File: src/rtl/CPU_buffer_bus.sv
// Shared types for the pipeline inter-stage buffers and their central controller.
package CPU_buffer_bus;

   localparam int REG_ADDR_W = 5;
   localparam int PERF_CNT_W = 32;

   typedef enum logic {
      RUN        = 1'b0,
      FETCH_KILL = 1'b1
   } pctrl_state_t;

   typedef struct packed {
      logic stall;
      logic flush;
   } buf_ctrl_t;

endpackage : CPU_buffer_bus

File: src/rtl/hazard_detect.sv
// Load-use comparator: a load in EX whose destination is read by the instruction in ID.
module hazard_detect
   import CPU_buffer_bus::*;
(
   input  logic [REG_ADDR_W-1:0] id_rs1,
   input  logic [REG_ADDR_W-1:0] id_rs2,
   input  logic                  id_use_rs1,
   input  logic                  id_use_rs2,
   input  logic [REG_ADDR_W-1:0] ex_rd,
   input  logic                  ex_mem_read,
   output logic                  load_use
);

   logic rd_nonzero;
   logic hit_rs1;
   logic hit_rs2;

   // x0 is hardwired to zero, so a load targeting it never creates a dependency.
   assign rd_nonzero = (ex_rd != '0);
   assign hit_rs1    = id_use_rs1 && (ex_rd == id_rs1);
   assign hit_rs2    = id_use_rs2 && (ex_rd == id_rs2);
   assign load_use   = ex_mem_read && rd_nonzero && (hit_rs1 || hit_rs2);

endmodule : hazard_detect

File: src/rtl/pipeline_ctrl.sv
// Central stall/flush controller for the 5-stage pipeline, with wrong-path fetch
// discard FSM and lost-cycle performance counters.
module pipeline_ctrl
   import CPU_buffer_bus::*;
(
   input  logic        ACLK,
   input  logic        ARESET,
   input  logic [4:0]  id_rs1,
   input  logic [4:0]  id_rs2,
   input  logic        id_use_rs1,
   input  logic        id_use_rs2,
   input  logic [4:0]  ex_rd,
   input  logic        ex_mem_read,
   input  logic        ex_redirect,
   input  logic        if_pending,
   input  logic        if_rvalid,
   input  logic        dmem_busy,
   output logic        pc_stall,
   output logic        redirect_take,
   output logic        if_drop,
   output logic        stall_if2id,
   output logic        flush_if2id,
   output logic        stall_id2ex,
   output logic        flush_id2ex,
   output logic        stall_ex2mem,
   output logic        flush_ex2mem,
   output logic        stall_mem2wb,
   output logic [31:0] stall_cycles,
   output logic [31:0] bubble_count
);

   pctrl_state_t state_q, state_d, state_eff;
   logic [PERF_CNT_W-1:0] stall_cycles_q, stall_cycles_d;
   logic [PERF_CNT_W-1:0] bubble_count_q, bubble_count_d;

   logic      load_use;
   logic      fetch_starved;
   buf_ctrl_t if2id_c, id2ex_c, ex2mem_c;
   logic      mem2wb_stall;
   logic      pc_hold;
   logic      take_redirect;

   hazard_detect u_hazard_detect (
      .id_rs1      (id_rs1),
      .id_rs2      (id_rs2),
      .id_use_rs1  (id_use_rs1),
      .id_use_rs2  (id_use_rs2),
      .ex_rd       (ex_rd),
      .ex_mem_read (ex_mem_read),
      .load_use    (load_use)
   );

   // While reset is held the outputs behave as in RUN, even if the register still says FETCH_KILL.
   assign state_eff     = ARESET ? RUN : state_q;
   assign fetch_starved = if_pending && !if_rvalid;

   // State register and counters.
   // NOTE: sequential state uses non-blocking (<=) so every flop samples pre-edge values.
   always_ff @(posedge ACLK) begin
      if (ARESET) begin
         state_q        <= RUN;
         stall_cycles_q <= '0;
         bubble_count_q <= '0;
      end else begin
         state_q        <= state_d;
         stall_cycles_q <= stall_cycles_d;
         bubble_count_q <= bubble_count_d;
      end
   end

   // Next-state logic. Only an accepted redirect (not masked by dmem_busy) can leave
   // a wrong-path fetch in flight; the response cycle itself ends the kill window.
   always_comb begin
      state_d = state_q;
      unique case (state_q)
         RUN: begin
            if (!dmem_busy && ex_redirect && fetch_starved) state_d = FETCH_KILL;
         end
         FETCH_KILL: begin
            if (if_rvalid) state_d = RUN;
         end
         default: state_d = RUN;
      endcase
   end

   // Output priority: memory wait > redirect > load-use > fetch starvation / kill.
   // NOTE: every output gets a default first so no path through the if-chain infers a latch.
   always_comb begin
      pc_hold       = 1'b0;
      take_redirect = 1'b0;
      if2id_c       = '0;
      id2ex_c       = '0;
      ex2mem_c      = '0;
      mem2wb_stall  = 1'b0;

      if (dmem_busy) begin
         pc_hold        = 1'b1;
         if2id_c.stall  = 1'b1;
         id2ex_c.stall  = 1'b1;
         ex2mem_c.stall = 1'b1;
         mem2wb_stall   = 1'b1;
      end else if (ex_redirect) begin
         take_redirect  = 1'b1;
         if2id_c.flush  = 1'b1;
         id2ex_c.flush  = 1'b1;
      end else if (load_use) begin
         pc_hold        = 1'b1;
         if2id_c.stall  = 1'b1;
         id2ex_c.flush  = 1'b1;
      end else if (state_eff == FETCH_KILL || fetch_starved) begin
         pc_hold        = 1'b1;
         if2id_c.flush  = 1'b1;
      end
   end

   // Each counter adds one for every cycle its event is asserted, wrapping naturally.
   always_comb begin
      stall_cycles_d = stall_cycles_q + {{(PERF_CNT_W-1){1'b0}}, pc_hold};
      bubble_count_d = bubble_count_q + {{(PERF_CNT_W-1){1'b0}}, id2ex_c.flush};
   end

   assign pc_stall      = pc_hold;
   assign redirect_take = take_redirect;
   assign if_drop       = (state_eff == FETCH_KILL);
   assign stall_if2id   = if2id_c.stall;
   assign flush_if2id   = if2id_c.flush;
   assign stall_id2ex   = id2ex_c.stall;
   assign flush_id2ex   = id2ex_c.flush;
   assign stall_ex2mem  = ex2mem_c.stall;
   assign flush_ex2mem  = ex2mem_c.flush;
   assign stall_mem2wb  = mem2wb_stall;
   assign stall_cycles  = stall_cycles_q;
   assign bubble_count  = bubble_count_q;

endmodule : pipeline_ctrl

File: config.mk
export PLATFORM = sky130hd
export DESIGN_NAME = pipeline_ctrl
export DESIGN_NICKNAME = d
export VERILOG_FILES = /design/src/rtl/CPU_buffer_bus.sv /design/src/rtl/hazard_detect.sv /design/src/rtl/pipeline_ctrl.sv
export SDC_FILE = /design/constraint.sdc
export NUM_CORES = 1
export LEC_CHECK = 0
export ABC_AREA = 1
export BUFFER_PORTS_ARGS = -buffer_cell sky130_fd_sc_hd__buf_4
export CAP_MARGIN = 5
export CORE_ASPECT_RATIO = 1.4
export CORE_UTILIZATION = 50
export DETAILED_ROUTE_END_ITERATION = 12
export PLACE_DENSITY_LB_ADDON = 0.1
export SLEW_MARGIN = 30
export SYNTH_ARGS = -nofsm -noshare
export SYNTH_HDL_FRONTEND = slang
export SYNTH_HIERARCHICAL = 1
export SYNTH_SLANG_ARGS = --single-unit
File: constraint.sdc
create_clock -name ACLK -period 6.35 [get_ports ACLK]
set_input_delay 1.27 -clock ACLK [delete_from_list [all_inputs] [get_ports ACLK]]
set_output_delay 1.27 -clock ACLK [all_outputs]
set_load 0.03 [all_outputs]
# Word level (Yosys, flattened, before mapping)
# Index checks and enable logic that the tools add are counted.
word_totals:
  output_inout_bits: 74
  elab_cells: 39
  register_bits: 65
classes:
  n_addsub: 2
  bitwise_logic: 1
  muxes: 19
  eq_ne: 2
  reduce_logical: 12
op_table:
  columns: ["operator", "count"]
  rows:
  - ["32-bit by 1-bit adder with 32-bit output", 2]
  - ["1-bit two-way mux", 18]
  - ["5-bit equality test", 2]
  - ["1-bit logical AND", 7]
  - ["5-bit nonzero test", 1]
  - ["1-bit zero test", 2]
  - ["1-bit logical OR", 2]
  - ["1-bit one-hot mux with 2 select lines", 1]
  - ["1-bit inverter", 1]

# Longest topological paths before layout
depth:
  word_depth: 8
  depth_mapped: 17
  mapped_depth_nobuf: 17

# Hierarchy
# Netlist, hierarchy kept.
modules_own_cells:
  columns: ["mod", "area_each_um2", "n_inst", "cells_per_inst"]
  rows:
  - ["pipeline_ctrl", 3427.0, 1, 531]
  - ["hazard_detect", 216.5, 1, 55]

# Worst setup path before layout
# OpenSTA, ideal clock, no wires.
synth_path:
  path_type: "input-to-output"
  from: "in ex_rd[3]"
  to: "out flush_if2id"
  required_ns: 5.080
  path_buffers: 0
  arrival_ns: 2.879
  stages: 9
  path_slack_ns: 2.201
  path_cell_list: "inv_1 nand2_1 nand2_1 nor2_1 nand3_1 a21oi_1 inv_1 o21ai_0 nor2_1"
synth_via:
  elab_chain_len: 7
  elab_cells_between_ends: 11
  classes_between: "2 x eq/ne; 3 x mux; 6 x reduce/logical"
synth_lines:
  columns: ["item", "line_no", "rtl"]
  rows:
  - ["from (decl)", "pipeline_ctrl.sv:12", "input logic [4:0] ex_rd,"]
  - ["5-bit equality test, on equally long branches", "hazard_detect.sv:20, hazard_detect.sv:21", null]
  - ["1-bit logical AND, on equally long branches", "hazard_detect.sv:20, hazard_detect.sv:21", null]
  - ["1-bit logical OR", "hazard_detect.sv:22", "assign load_use = ex_mem_read && rd_nonzero && (hit_rs1 || hit_rs2);"]
  - ["1-bit logical AND (*)", "hazard_detect.sv:22", null]
  - ["via load_use", "pipeline_ctrl.sv:36", "logic load_use;"]
  - ["1-bit two-way mux (*)", "pipeline_ctrl.sv:106", "end else if (load_use) begin"]
  - ["1-bit two-way mux (*)", "pipeline_ctrl.sv:102", "end else if (ex_redirect) begin"]
  - ["1-bit two-way mux (*)", "pipeline_ctrl.sv:96", "if (dmem_busy) begin"]
  - ["to (decl)", "pipeline_ctrl.sv:22", "output logic flush_if2id,"]
# The timed path passes the listed nets; every way through them passes the cells marked *.

# Worst setup path after layout
# Same ends and word-level chain as after synthesis.

==> key figures <==
Layout
  • Area Overhead vs Synth: 27.6%
  • Fin nets: 712
  • Multi-input gate area: 2060 um^2
  • Non-Filler Instances: 784
  • N_diodes: 0
  • Final core occ: 66.2%
  • Filler cell count: 703
  • Layout cell share with drive strength beyond 1: 20.5%
  • Sequential cell area: 1300 um^2

Place
  • Dpl cells: 768
  • Port Buffer Count: 96
  • Dpl ws: 2660 ps
  • Post-DP HPWL: 7040 um
  • Gpl congestion: 0.915

Global routing
  • Vias in the first global route: 3367
  • Initial antenna violation count: 0
  • GRT Residual Overflow: 0
  • Pin count of the biggest net entering global routing: 46
  • Total Routing Usage GR: 25.1%
  • Global-route wire length before repair: 14500 um

Clock tree
  • Setup Fix Bufs, Post-CTS: 0
  • Clock Tree Buf Depth: 2
  • Reg clk slew, reported paths: 80 ps
  • CTS Buf Count: 9
  • TritonCTS clock tree: done
  • Worst-skew pair later-pin latency: 360 ps
  • Hold_buf cts: 0
  • CTS root buf: clkbuf_8
  • Clock sink count: 65
  • Post-cts resize count: 0
  • H-tree levels: 3

Logic synthesis
  • Post-synth top area cell: dfxtp_1
  • Dominant cells by area after synthesis: dfxtp_1 36%, nand2_1 17%, nor2_1 15%
  • Top FF cell, synth: dfxtp_1
  • Most common cell in the netlist: nand2_1
  • Mapped Nets: 614
  • Share of the synthesized area in the top cell type: 35.7%
  • Post-synth top cells: 169 x nand2_1, 142 x nor2_1, 65 x dfxtp_1, 57 x inv_1, 42 x a21oi_1
  • Asr flop ratio synth: 0%
  • Mapped Cells: 586
  • Synth Warn #: 6
  • Syn Area/Cell: 6.22 um^2
  • FF+latch count, synth: 65
  • Yosys cell types: 33
  • Seq/Total Area, Yosys: 35.7%
  • Post-synthesis cell area: 3640 um^2
  • Post-synth EDFFs: 0

Worst setup path
  • CP required: 5080 ps
  • Reg2reg setup slack: 4400 ps
  • CP Launch Point: ex_rd[3]
  • FF-to-FF Start: state_q$_SDFF_PP0_
  • Max incr delay on CP: 220 ps
  • Critical Path End: flush_if2id
  • Crit-path max FO: 4
  • Critical path arrival: 2430 ps
  • Worst r2r path cells: 13
  • Worst setup SP type: primary input
  • Reg2Reg Capture Point: stall_cycles[24]$_SDFF_PP0_
  • Cell Chain, Critical Path: buf_4 > inv_1 > nand2_1 > nand2_1 > nor2_1 > nand3_1 > a21oi_1 > inv_1 > o21ai_0 > nor2_1 > buf_4
  • Critical path class: in2out
  • Worst setup EP type: output pin
  • Slowest stage cell, crit path: o21ai_0

Detailed routing
  • Vias/cell: 4.88
  • Vias post-DR: 3827
  • DRC violations left: 0
  • WL final: 9110 um
  • Initial DRC count: 175
  • ANT nets after route: 0
  • Routed WL per cell: 11.6 um
  • Pre-Repair DR Iteration Count: 4

STA
  • Fmax: 0.270 GHz
  • Setup slack after layout: 2650 ps
  • Final setup fails: 0
  • Slew Viols, Final: 0
  • Final min period: 3700 ps
  • Final hold vios: 0
  • Final period util: 58.3%
  • RSZ-0062 raised after global routing: false
  • Setup TNS: 0 ps
  • Setup Skew: 6.79 ps

Die
  • Vert. Die Dim: 103 um
  • Die ar.: 7640 um^2
  • FP Rows: 36
  • I/O Pins: 98
  • Chip width: 74.1 um
  • Core area: 7030 um^2
  • Initial core utilization: 51.9%

Pwr
  • Switch Pwr: 217 uW
  • P_int: 658 uW
  • Maximum VDD drop: 149 uV
  • Pwr/cell area: 188 nW/um^2
  • Switching share of total power: 24.8%
  • Sequential share of power: 47.1%
  • P_leak: 0.00197 uW
  • Clk pwr share: 45.1%
  • Logic gate share of total power: 7.8%

Outcome
  • Status: finished, final reports clean

Run
  • Max Cap Violations: 0

Hold path
  • Hold Crit Class: reg2reg
## area by class of cell
| cell class | instances | area share [%] |
|---|---|---|
| Inverter | 59 | 4.76 |
| Clock inverter | 7 | 2.05 |
| Multi-Input combinational cell | 452 | 44.3 |
| Tap cell | 95 | 2.56 |
| Clock buffer | 9 | 2.66 |
| Sequential cell | 65 | 28.0 |
| Timing Repair Buffer | 97 | 15.7 |
## through the flow
stage                     power, uW  hold WS, ps  cell area (um^2)
after floorplan                 465          597              3640
after global placement          488          487              4430
after detailed placement        490          498              4430
after CTS                       882          511              4650
after global routing            905          551              4650
final                           874          508              4650
## metal layers
metal	global-route usage, %	share of wire [%]	up-vias
met5	0	0	-
met4	14.1	3.1	0
met3	5.38	4.3	21
met2	45.2	53	101
met1	26.7	40	1694
li1	-	-	2011
## flip-flops by register name, summed over array words and instances (netlist names)
name and cells:
state_q 1, stall_cycles 32, bubble_count 32
## power groups by stage
| stage | clock network, uW | logic, uW | registers [uW] |
|---|---|---|---|
| detailed placement | 0 | 68.6 | 421 |
| global route | 417 | 76.5 | 412 |
| global placement | 0 | 66.9 | 421 |
| CTS | 401 | 68.7 | 412 |
| floorplan | 0 | 38.0 | 427 |
| finish | 394 | 68.3 | 412 |
## placed cells by master, fill, tap and decap left out, types with 2 or more instances in the layout
master      netlist  routed
a21oi_1          42      42
and2_1            2       2
and3_1            2       2
buf_4             4      97
bufinv_16         0       2
clkbuf_8          0       9
clkinvlp_4        0       4
dfxtp_1          65      65
ha_1              4       4
inv_1            57      57
nand2_1         169     169
nand2_2           6       6
nand3_1          32      32
nor2_1          142     142
nor2_2            5       5
nor2_4           14      14
nor3_1            2       2
o21a_1            4       4
o21ai_0          13      13
xnor2_1           2       2
xor2_1            4       4
## how the worst min path moves through the flow
stage	startpoint	endpoint	slack, ps	cells past startpoint
final	bubble_count[8]$_SDFF_PP0_	bubble_count[8]$_SDFF_PP0_	510	2
after floorplan	stall_cycles[11]$_SDFF_PP0_	stall_cycles[11]$_SDFF_PP0_	600	2
after CTS	bubble_count[8]$_SDFF_PP0_	bubble_count[8]$_SDFF_PP0_	510	2
after detailed placement	bubble_count[8]$_SDFF_PP0_	bubble_count[8]$_SDFF_PP0_	500	2
after global routing	stall_cycles[7]$_SDFF_PP0_	stall_cycles[7]$_SDFF_PP0_	550	2
after global placement	stall_cycles[11]$_SDFF_PP0_	stall_cycles[11]$_SDFF_PP0_	490	2
## cell families after synthesis
| logic type | after synthesis | synth area share [%] |
|---|---|---|
| simple gates | 379 | 44.7 |
| buf+inv | 69 | 7.76 |
| flops | 65 | 35.7 |
| compound gates | 62 | 8.93 |
| xor+xnor | 6 | 1.44 |
| fa+ha+maj | 4 | 1.37 |
| other cells | 1 | 0.103 |
## critical path: cells and delay by family
family | cells | cell delay [ps]
AO/OA/AOI/OAI | 2 | 400
AND/OR/NAND/NOR | 5 | 360
buffers and inverters | 4 | 390
Note: power is estimated with default switching activity, not from simulation.
